$ cat src/rtl/btn_pkg.sv
// Shared types and default constants for the push-button pulse generator.
package btn_pkg;

  typedef enum logic [1:0] {IDLE, PRESS_WAIT, HELD, RELEASE_WAIT} btn_state_t;

  localparam int unsigned DEF_STABLE_CYCLES = 4;
  localparam int unsigned DEF_REPEAT_DELAY  = 64;
  localparam int unsigned DEF_REPEAT_PERIOD = 16;

  function automatic int unsigned max_u(input int unsigned a, input int unsigned b);
    return (a > b) ? a : b;
  endfunction

endpackage

$ cat src/rtl/btn_sync2.sv
// Two-flop synchronizer bringing the raw button into the CLK domain.
module btn_sync2 (
  input  logic CLK,
  input  logic RESET,
  input  logic d,
  output logic q
);

  logic s1_q;

  always_ff @(posedge CLK) begin
    if (RESET) begin
      s1_q <= 1'b0;
      q    <= 1'b0;
    end else begin
      s1_q <= d;
      q    <= s1_q;
    end
  end

endmodule

$ cat src/rtl/button_pulse_gen.sv
// Debounces a push-button into a registered LEVEL and a one-cycle PULSE per press.
// Optional auto-repeat while held is built when AUTO_REPEAT_EN is defined.
module button_pulse_gen
  import btn_pkg::*;
#(
  parameter int unsigned STABLE_CYCLES = DEF_STABLE_CYCLES,
  parameter int unsigned REPEAT_DELAY  = DEF_REPEAT_DELAY,
  parameter int unsigned REPEAT_PERIOD = DEF_REPEAT_PERIOD
) (
  input  logic CLK,
  input  logic RESET,
  input  logic BTN_IN,
  output logic PULSE,
  output logic LEVEL
);

  localparam int unsigned CNT_W = $clog2(STABLE_CYCLES + 1);

  if (STABLE_CYCLES < 1 || REPEAT_DELAY < 1 || REPEAT_PERIOD < 1) begin : g_bad_param
    $error("button_pulse_gen: STABLE_CYCLES, REPEAT_DELAY and REPEAT_PERIOD must be >= 1");
  end

  btn_state_t       state_q, state_d;
  logic [CNT_W-1:0] cnt_q, cnt_d;
  logic             pulse_d, level_d;
  logic             s2;
  logic             rep_fire_c;

  btn_sync2 u_sync (
    .CLK   (CLK),
    .RESET (RESET),
    .d     (BTN_IN),
    .q     (s2)
  );

`ifdef AUTO_REPEAT_EN
  localparam int unsigned REP_W = $clog2(max_u(REPEAT_DELAY, REPEAT_PERIOD) + 1);

  logic [REP_W-1:0] rep_cnt_q, rep_cnt_d;
  logic             rep_first_q, rep_first_d;
  logic             press_accept_c, held_stay_c;

  assign press_accept_c = (state_q == PRESS_WAIT) && s2 && (cnt_q == CNT_W'(STABLE_CYCLES));
  assign held_stay_c    = (state_q == HELD) && s2;
  assign rep_fire_c     = held_stay_c &&
                          (rep_cnt_q == (rep_first_q ? REP_W'(REPEAT_DELAY) : REP_W'(REPEAT_PERIOD)));

  // rep_cnt counts HELD cycles, the press-pulse cycle being 1; cleared whenever HELD is left.
  always_comb begin
    rep_cnt_d   = '0;
    rep_first_d = 1'b1;
    if (press_accept_c) begin
      rep_cnt_d = REP_W'(1);
    end else if (held_stay_c) begin
      rep_first_d = rep_first_q;
      if (rep_fire_c) begin
        rep_cnt_d   = REP_W'(1);
        rep_first_d = 1'b0;
      end else begin
        rep_cnt_d = rep_cnt_q + REP_W'(1);
      end
    end
  end

  always_ff @(posedge CLK) begin
    if (RESET) begin
      rep_cnt_q   <= '0;
      rep_first_q <= 1'b1;
    end else begin
      rep_cnt_q   <= rep_cnt_d;
      rep_first_q <= rep_first_d;
    end
  end
`else
  assign rep_fire_c = 1'b0;
`endif

  always_comb begin
    state_d = state_q;
    cnt_d   = cnt_q;
    pulse_d = 1'b0;
    level_d = LEVEL;
    case (state_q)
      IDLE: begin
        if (s2) begin
          state_d = PRESS_WAIT;
          cnt_d   = CNT_W'(1);
        end
      end
      PRESS_WAIT: begin
        if (!s2) begin
          state_d = IDLE;
          cnt_d   = '0;
        end else if (cnt_q == CNT_W'(STABLE_CYCLES)) begin
          state_d = HELD;
          pulse_d = 1'b1;
          level_d = 1'b1;
          cnt_d   = '0;
        end else begin
          cnt_d = cnt_q + CNT_W'(1);
        end
      end
      HELD: begin
        if (!s2) begin
          state_d = RELEASE_WAIT;
          cnt_d   = CNT_W'(1);
        end else begin
          pulse_d = rep_fire_c;
        end
      end
      RELEASE_WAIT: begin
        // A return to 1 is release bounce: back to HELD without a new pulse.
        if (s2) begin
          state_d = HELD;
          cnt_d   = '0;
        end else if (cnt_q == CNT_W'(STABLE_CYCLES)) begin
          state_d = IDLE;
          level_d = 1'b0;
          cnt_d   = '0;
        end else begin
          cnt_d = cnt_q + CNT_W'(1);
        end
      end
      default: begin
        state_d = IDLE;
        cnt_d   = '0;
        level_d = 1'b0;
      end
    endcase
  end

  always_ff @(posedge CLK) begin
    if (RESET) begin
      state_q <= IDLE;
      cnt_q   <= '0;
      PULSE   <= 1'b0;
      LEVEL   <= 1'b0;
    end else begin
      state_q <= state_d;
      cnt_q   <= cnt_d;
      PULSE   <= pulse_d;
      LEVEL   <= level_d;
    end
  end

endmodule

$ cat config.mk
export PLATFORM = sky130hd
export DESIGN_NAME = button_pulse_gen
export DESIGN_NICKNAME = d
export VERILOG_FILES = /design/src/rtl/btn_pkg.sv /design/src/rtl/btn_sync2.sv /design/src/rtl/button_pulse_gen.sv
export SDC_FILE = /design/constraint.sdc
export NUM_CORES = 1
export LEC_CHECK = 0
export BUFFER_PORTS_ARGS = -buffer_cell sky130_fd_sc_hd__clkbuf_2
export CORE_AREA = 10 10 47 49
export CTS_BUF_LIST = sky130_fd_sc_hd__clkbuf_8 sky130_fd_sc_hd__clkbuf_16
export DETAILED_ROUTE_END_ITERATION = 12
export DIE_AREA = 0 0 57 59
export GPL_ROUTABILITY_DRIVEN = 0
export GPL_TIMING_DRIVEN = 1
export PLACE_DENSITY_LB_ADDON = 0.08
export SLEW_MARGIN = 20
export SYNTH_ARGS = -nofsm -noshare
export SYNTH_HDL_FRONTEND = slang
export SYNTH_SLANG_ARGS = --single-unit
$ cat constraint.sdc
create_clock -name CLK -period 3.25 [get_ports CLK]
set_input_delay 0.1625 -clock CLK [delete_from_list [all_inputs] [get_ports CLK]]
set_output_delay 0.1625 -clock CLK [all_outputs]
set_load 0.005 [all_outputs]
# Yosys cells after proc, flatten, opt, wreduce, memory -nomap -nowiden
# Index checks and enable logic that the tools add are counted.
[op_classes]
reduce_logical = 6
add_sub_neg = 1
bitwise = 2
mux = 19
n_eq_ne = 12
[ops]
columns = ["op", "n"]
rows = [
  ["2-to-1 mux 3 bit", 5],
  ["2-to-1 mux 2 bit", 6],
  ["one-hot mux 3 bit (4 select lines)", 1],
  ["inequality test 2 bit (second input constant)", 4],
  ["one-hot mux 2 bit (4 select lines)", 1],
  ["2-to-1 mux 1 bit", 5],
  ["AND reduction 5 bit", 1],
  ["== test 2 bit (second input constant)", 2],
  ["inequality test 2 x 1 -> 1 bit (second input constant)", 2],
  ["AND reduction 4 bit", 1],
  ["adder 3 x 1 -> 3 bit (second input constant)", 1],
  ["== test 3 bit (second input constant)", 1],
  ["inequality test 3 x 2 -> 1 bit (second input constant)", 1],
  ["inequality test 3 bit (second input constant)", 1],
  ["OR reduction 3 bit", 1],
  ["== test 2 x 1 -> 1 bit (second input constant)", 1],
  ["logical NOT 2 bit", 1],
  ["NOT 1 bit", 2],
  ["one-hot mux 1 bit (2 select lines)", 1],
  ["AND reduction 2 bit", 1],
  ["nonzero test 2 bit", 1],
]
[totals]
elab_cells = 46
regBits = 9
out_inout_bits = 2
inputBits = 3

# Longest topological paths before layout
[depth]
word_depth = 4
mapped_depth = 5
mapped_depth_nobuf = 5

# By module
# From an unflattened synthesis, not the netlist that was laid out.
[hier_totals]
hier_cells = 39
hier_area_um2 = 370.4
[by_module_without_submodules]
columns = ["module", "n_inst", "area_each_um2", "cells_per_inst", "seq_area_each_um2"]
rows = [
  ["button_pulse_gen", 1, 317.8, 35, 140.1],
  ["btn_sync2", 1, 52.6, 4, 40.0],
]

# Worst setup path after synthesis
# OpenSTA, ideal clock, no wires.
[synth_path]
kind = "register to register"
from = "register cnt_q[0]"
to = "register cnt_q[0]"
required_ns = 3.147
path_buffers = 0
stages_incl_launch_ff = 5
setup_time_ns = 0.103
path_slack_ns = 2.049
period_less_slack_ns = 1.201
arrival_ns = 1.097
cell_sequence = "dfxtp_1 inv_1 ha_1 and3_1 a2111oi_2"
[synth_between]
elab_chain_cells = 4
elab_cells_between_ends = 6
classes_between = "add/sub: 1; eq/ne: 1; mux: 4"
[synth_lines]
columns = ["element", "line", "text"]
rows = [
  ["start: declaration", "button_pulse_gen.sv:24", "logic [CNT_W-1:0] cnt_q, cnt_d;"],
  ["start signal: assignment", "button_pulse_gen.sv:140", "cnt_q <= cnt_d;"],
  ["adder 3 x 1 -> 3 bit or == test 3 bit (tied branches)", "--", ""],
  ["2-to-1 mux 3 bit (*)", "button_pulse_gen.sv:94, button_pulse_gen.sv:116", ""],
  ["2-to-1 mux 3 bit (on tied branches)", "button_pulse_gen.sv:113, button_pulse_gen.sv:91", ""],
  ["one-hot mux 3 bit (4 select lines) (*)", "button_pulse_gen.sv:83", "case (state_q)"],
]
# Every way passes the cells marked *; elsewhere a longest branch is shown, timed or not.
# A chain may end at the register's enable or synchronous reset.

# Worst setup path in the final report
[layout_path]
from = "register cnt_q[0]"
to = "register LEVEL"
[layout_between]
elab_chain_cells = 3
elab_cells_between_ends = 4
classes_between = "eq/ne: 3; reduce/logical: 1"
[layout_lines]
columns = ["element", "line", "text"]
rows = [
  ["== test 3 bit (*)", "button_pulse_gen.sv:94, button_pulse_gen.sv:116", ""],
  ["inequality test 2 bit (no line)", "--", ""],
  ["AND reduction 5 bit (no line) (*)", "--", ""],
  ["end signal: assignment", "button_pulse_gen.sv:142", "LEVEL <= level_d;"],
  ["end: declaration", "button_pulse_gen.sv:14", "output logic LEVEL"],
]
# Marks and branches as above.

==> metrics.csv <==
stage;metric;value;unit
status;status;finished clean;
pwr;p_sw_share;20.84;%
pwr;seqPwrFrac;46.3;%
floorplan;pin_count;5;
timing;tightest_slew;0.4128;ns
setup_path;crit_slowest_cell;dfxtp_1;
setup_path;reg2regPathDepth;5;
floorplan;die_w;57;um
synth;syn_avg_cell_area;9.496;um2
floorplan;dieArea;3363;um2
setup_path;r2r_setup_slack;1.90;ns
drt;routed_wl;764;um
floorplan;fp.dieH;59;um
clock_tree;cts_tree;done;
final_layout;diodes;0;
setup_path;r2r-end;LEVEL;
synth;yosys_warnings;0;
timing;hold_viol;0;
hold_path;min_to;u_sync.s1_q;
synth;postSynthCellCount;39;
pwr;ir_drop;0.0002529;V
pwr;intPower;204.1;uW
timing;timing.hold.ws;0.1403;ns
grt;grt.overflow.total;0;
hold_path;holdCritStartpoint;BTN_IN;
clock_tree;root_buffer;clkbuf_8;
placement;dpl.hpwl;557.1;um
drt;drt-initial-drc-count;7;
pwr;clkPwrFrac;48.0;%
drt;drc_errors;0;
floorplan;start_util;26.43;%
drt;dr.pass1.iters;4;
synth;syn_nets;44;
setup_path;max_stage_delay;0.38;ns
placement;dpl_cell_area;406.6;um2
pwr;post-layout-total-power;257.9;uW
setup_path;worstPathMaxFanout;4;
grt;antenna_found_initial;0;
setup_path;path_cells;inv_1 -> ha_1 -> and3_1 -> a21oi_1 -> o22ai_1;
run;max_cap_violations;0;
timing;setup_tns;0;ns
drt;via_per_inst;4.758;
timing;finClkSkew;0.0009571;ns
clock_tree;cts.sinks;9;
grt;grt_pass1_vias;316;
pwr;power_frac_comb;5.7;%
setup_path;end_kind;register;
timing;grt_setup_unrepaired;no;
clock_tree;insertion_delay;0.23;ns
timing;min_period;1.355;ns
final_layout;syn2layout_area_growth;21.96;%
synth;synth-edff-count;0;
timing;maxSlewHeadroom;72.38;%
hold_path;hold_depth;2;
synth;ys_seq_elements;9;
grt;grt_pass1_wl;1.221;mm
final_layout;design_area;451.7;um2
final_layout;drive_gt1_share;19.57;%
drt;vias;295;
drt;wl_per_cell;12.32;um
synth;netlist_area;370.4;um2
grt;grt_max_degree;10;
timing;drv_slew;0;
setup_path;r2r-start;cnt_q[0];
pwr;power_density;571.0;nW/um2
pwr;p_leak;0.0001799;uW
setup_path;path_class;reg2reg;
synth;ys.flop_type;dfxtp_1;
pwr;power_switching;53.76;uW
clock_tree;cts_buffer_depth;2;
clock_tree;clk_pin_slew_worst_paths;0.04;ns
clock_tree;cts_hold_buf;0;
synth;yosysSeqAreaShare;48.65;%
placement;io_buffer_count;4;
setup_path;cp.arrival;1.47;ns
clock_tree;h-tree-depth;1;
clock_tree;cts_inserted_buffers;3;
synth;async_flop_share;0;%
floorplan;core-area;1401;um2
synth;synth.distinct_cells;20;
setup_path;startpoint;cnt_q[0];
clock_tree;cts_setup_buffers;0;
floorplan;rows;14;
final_layout;nets;52;
timing;fin_crit_sh;41.69;%
setup_path;cp-start-kind;register;
timing;max_freq;738.1;MHz
grt;grt.total_usage;4.842;%
timing;setup_viol;0;
setup_path;crit_required;3.36;ns
hold_path;hold_path_class;in2reg;
clock_tree;cts-resized-gates;0;
drt;antenna_left;0;
## per-layer routing
metal  wire length (um)  GRT usage, %  share of wire [%]
met1                279         3.567                 37
met2                427         8.992                 56
met3                 35         1.931                4.6
met4                 21         5.034                2.7
met5                  0             0                  0
## cell type report
cell class | instances | area [um2]
well taps | 16 | 20.02
multi-input cells | 27 | 178.9
repair buffers | 4 | 20.02
fillers | 158 | 949.7
inverters | 2 | 7.507
flip-flops and latches | 9 | 180.2
clock inverters | 1 | 3.754
clock buffers | 3 | 41.29
## through the flow
| step | cells | util, % | setup WS (ns) |
|---|---|---|---|
| detailed placement | 58 | 29.02 | 1.917 |
| global placement | 58 | 29.02 | 1.964 |
| CTS | 62 | 32.23 | 1.861 |
| floorplan | 39 | - | 2.049 |
| finish | 62 | 32.23 | 1.895 |
| global route | 62 | 32.23 | 1.824 |
## layout by cell type, fill, tap and decap left out
cell       netlist  layout
nor3b_1          2       2
dfxtp_1          9       9
clkbuf_2         0       4
a21oi_1          4       4
a2111oi_2        1       1
nand2_1          3       3
ha_1             2       2
o22ai_1          1       1
and3_1           1       1
o211ai_1         1       1
xor2_1           1       1
or3_1            1       1
inv_1            2       3
o21ai_0          1       1
or3b_1           1       1
nor2_1           2       2
clkbuf_8         0       3
nor2b_1          3       3
nand4_1          1       1
or2_2            1       1
nand3_1          1       1
## power by group through the flow
stage	sequential (uW)	combinational [uW]	clock (uW)
2_1_floorplan	120	9.21	0
3_3_place_gp	121	14.0	0
3_5_place_dp	121	15.0	0
4_1_cts	119	15.3	127
5_1_grt	120	16.3	134
6_report	119	14.7	124
## cell usage after synthesis, types with 2 or more instances
library cell	number	area share (%)
nand2_1	3	3.0
nor3b_1	2	4.1
nor2_1	2	2.0
inv_1	2	2.0
nor2b_1	3	5.1
a21oi_1	4	5.4
dfxtp_1	9	49
ha_1	2	6.8
## worst max-delay path by stage
stage,to,cells past startpoint,slack (ns)
2_1_floorplan,cnt_q[0],4,2.05
3_3_place_gp,cnt_q[0],4,1.96
3_5_place_dp,LEVEL,5,1.92
4_1_cts,LEVEL,5,1.86
5_1_grt,LEVEL,5,1.82
6_report,LEVEL,5,1.90
## logic make-up (layout without fill, tap and decap cells)
logic type	Yosys count	after routing	share of synthesized area, %
and+or+nand+nor	16	16	24.67
DFF	9	9	48.65
AOI/OAI and AO/OA	8	8	14.53
buffers and inverters	3	10	3.040
adders and majority gates	2	2	6.756
xor gates and xnor gates	1	1	2.365
## critical path: cells and delay by family, from the launching register on
family | cells | cell delay, ns
AOI/OAI and AO/OA | 2 | 0.30
adders and majority gates | 1 | 0.23
and+or+nand+nor | 1 | 0.25
DFF | 1 | 0.38
buffers and inverters | 1 | 0.06
Power figures use the tool's default switching activity.
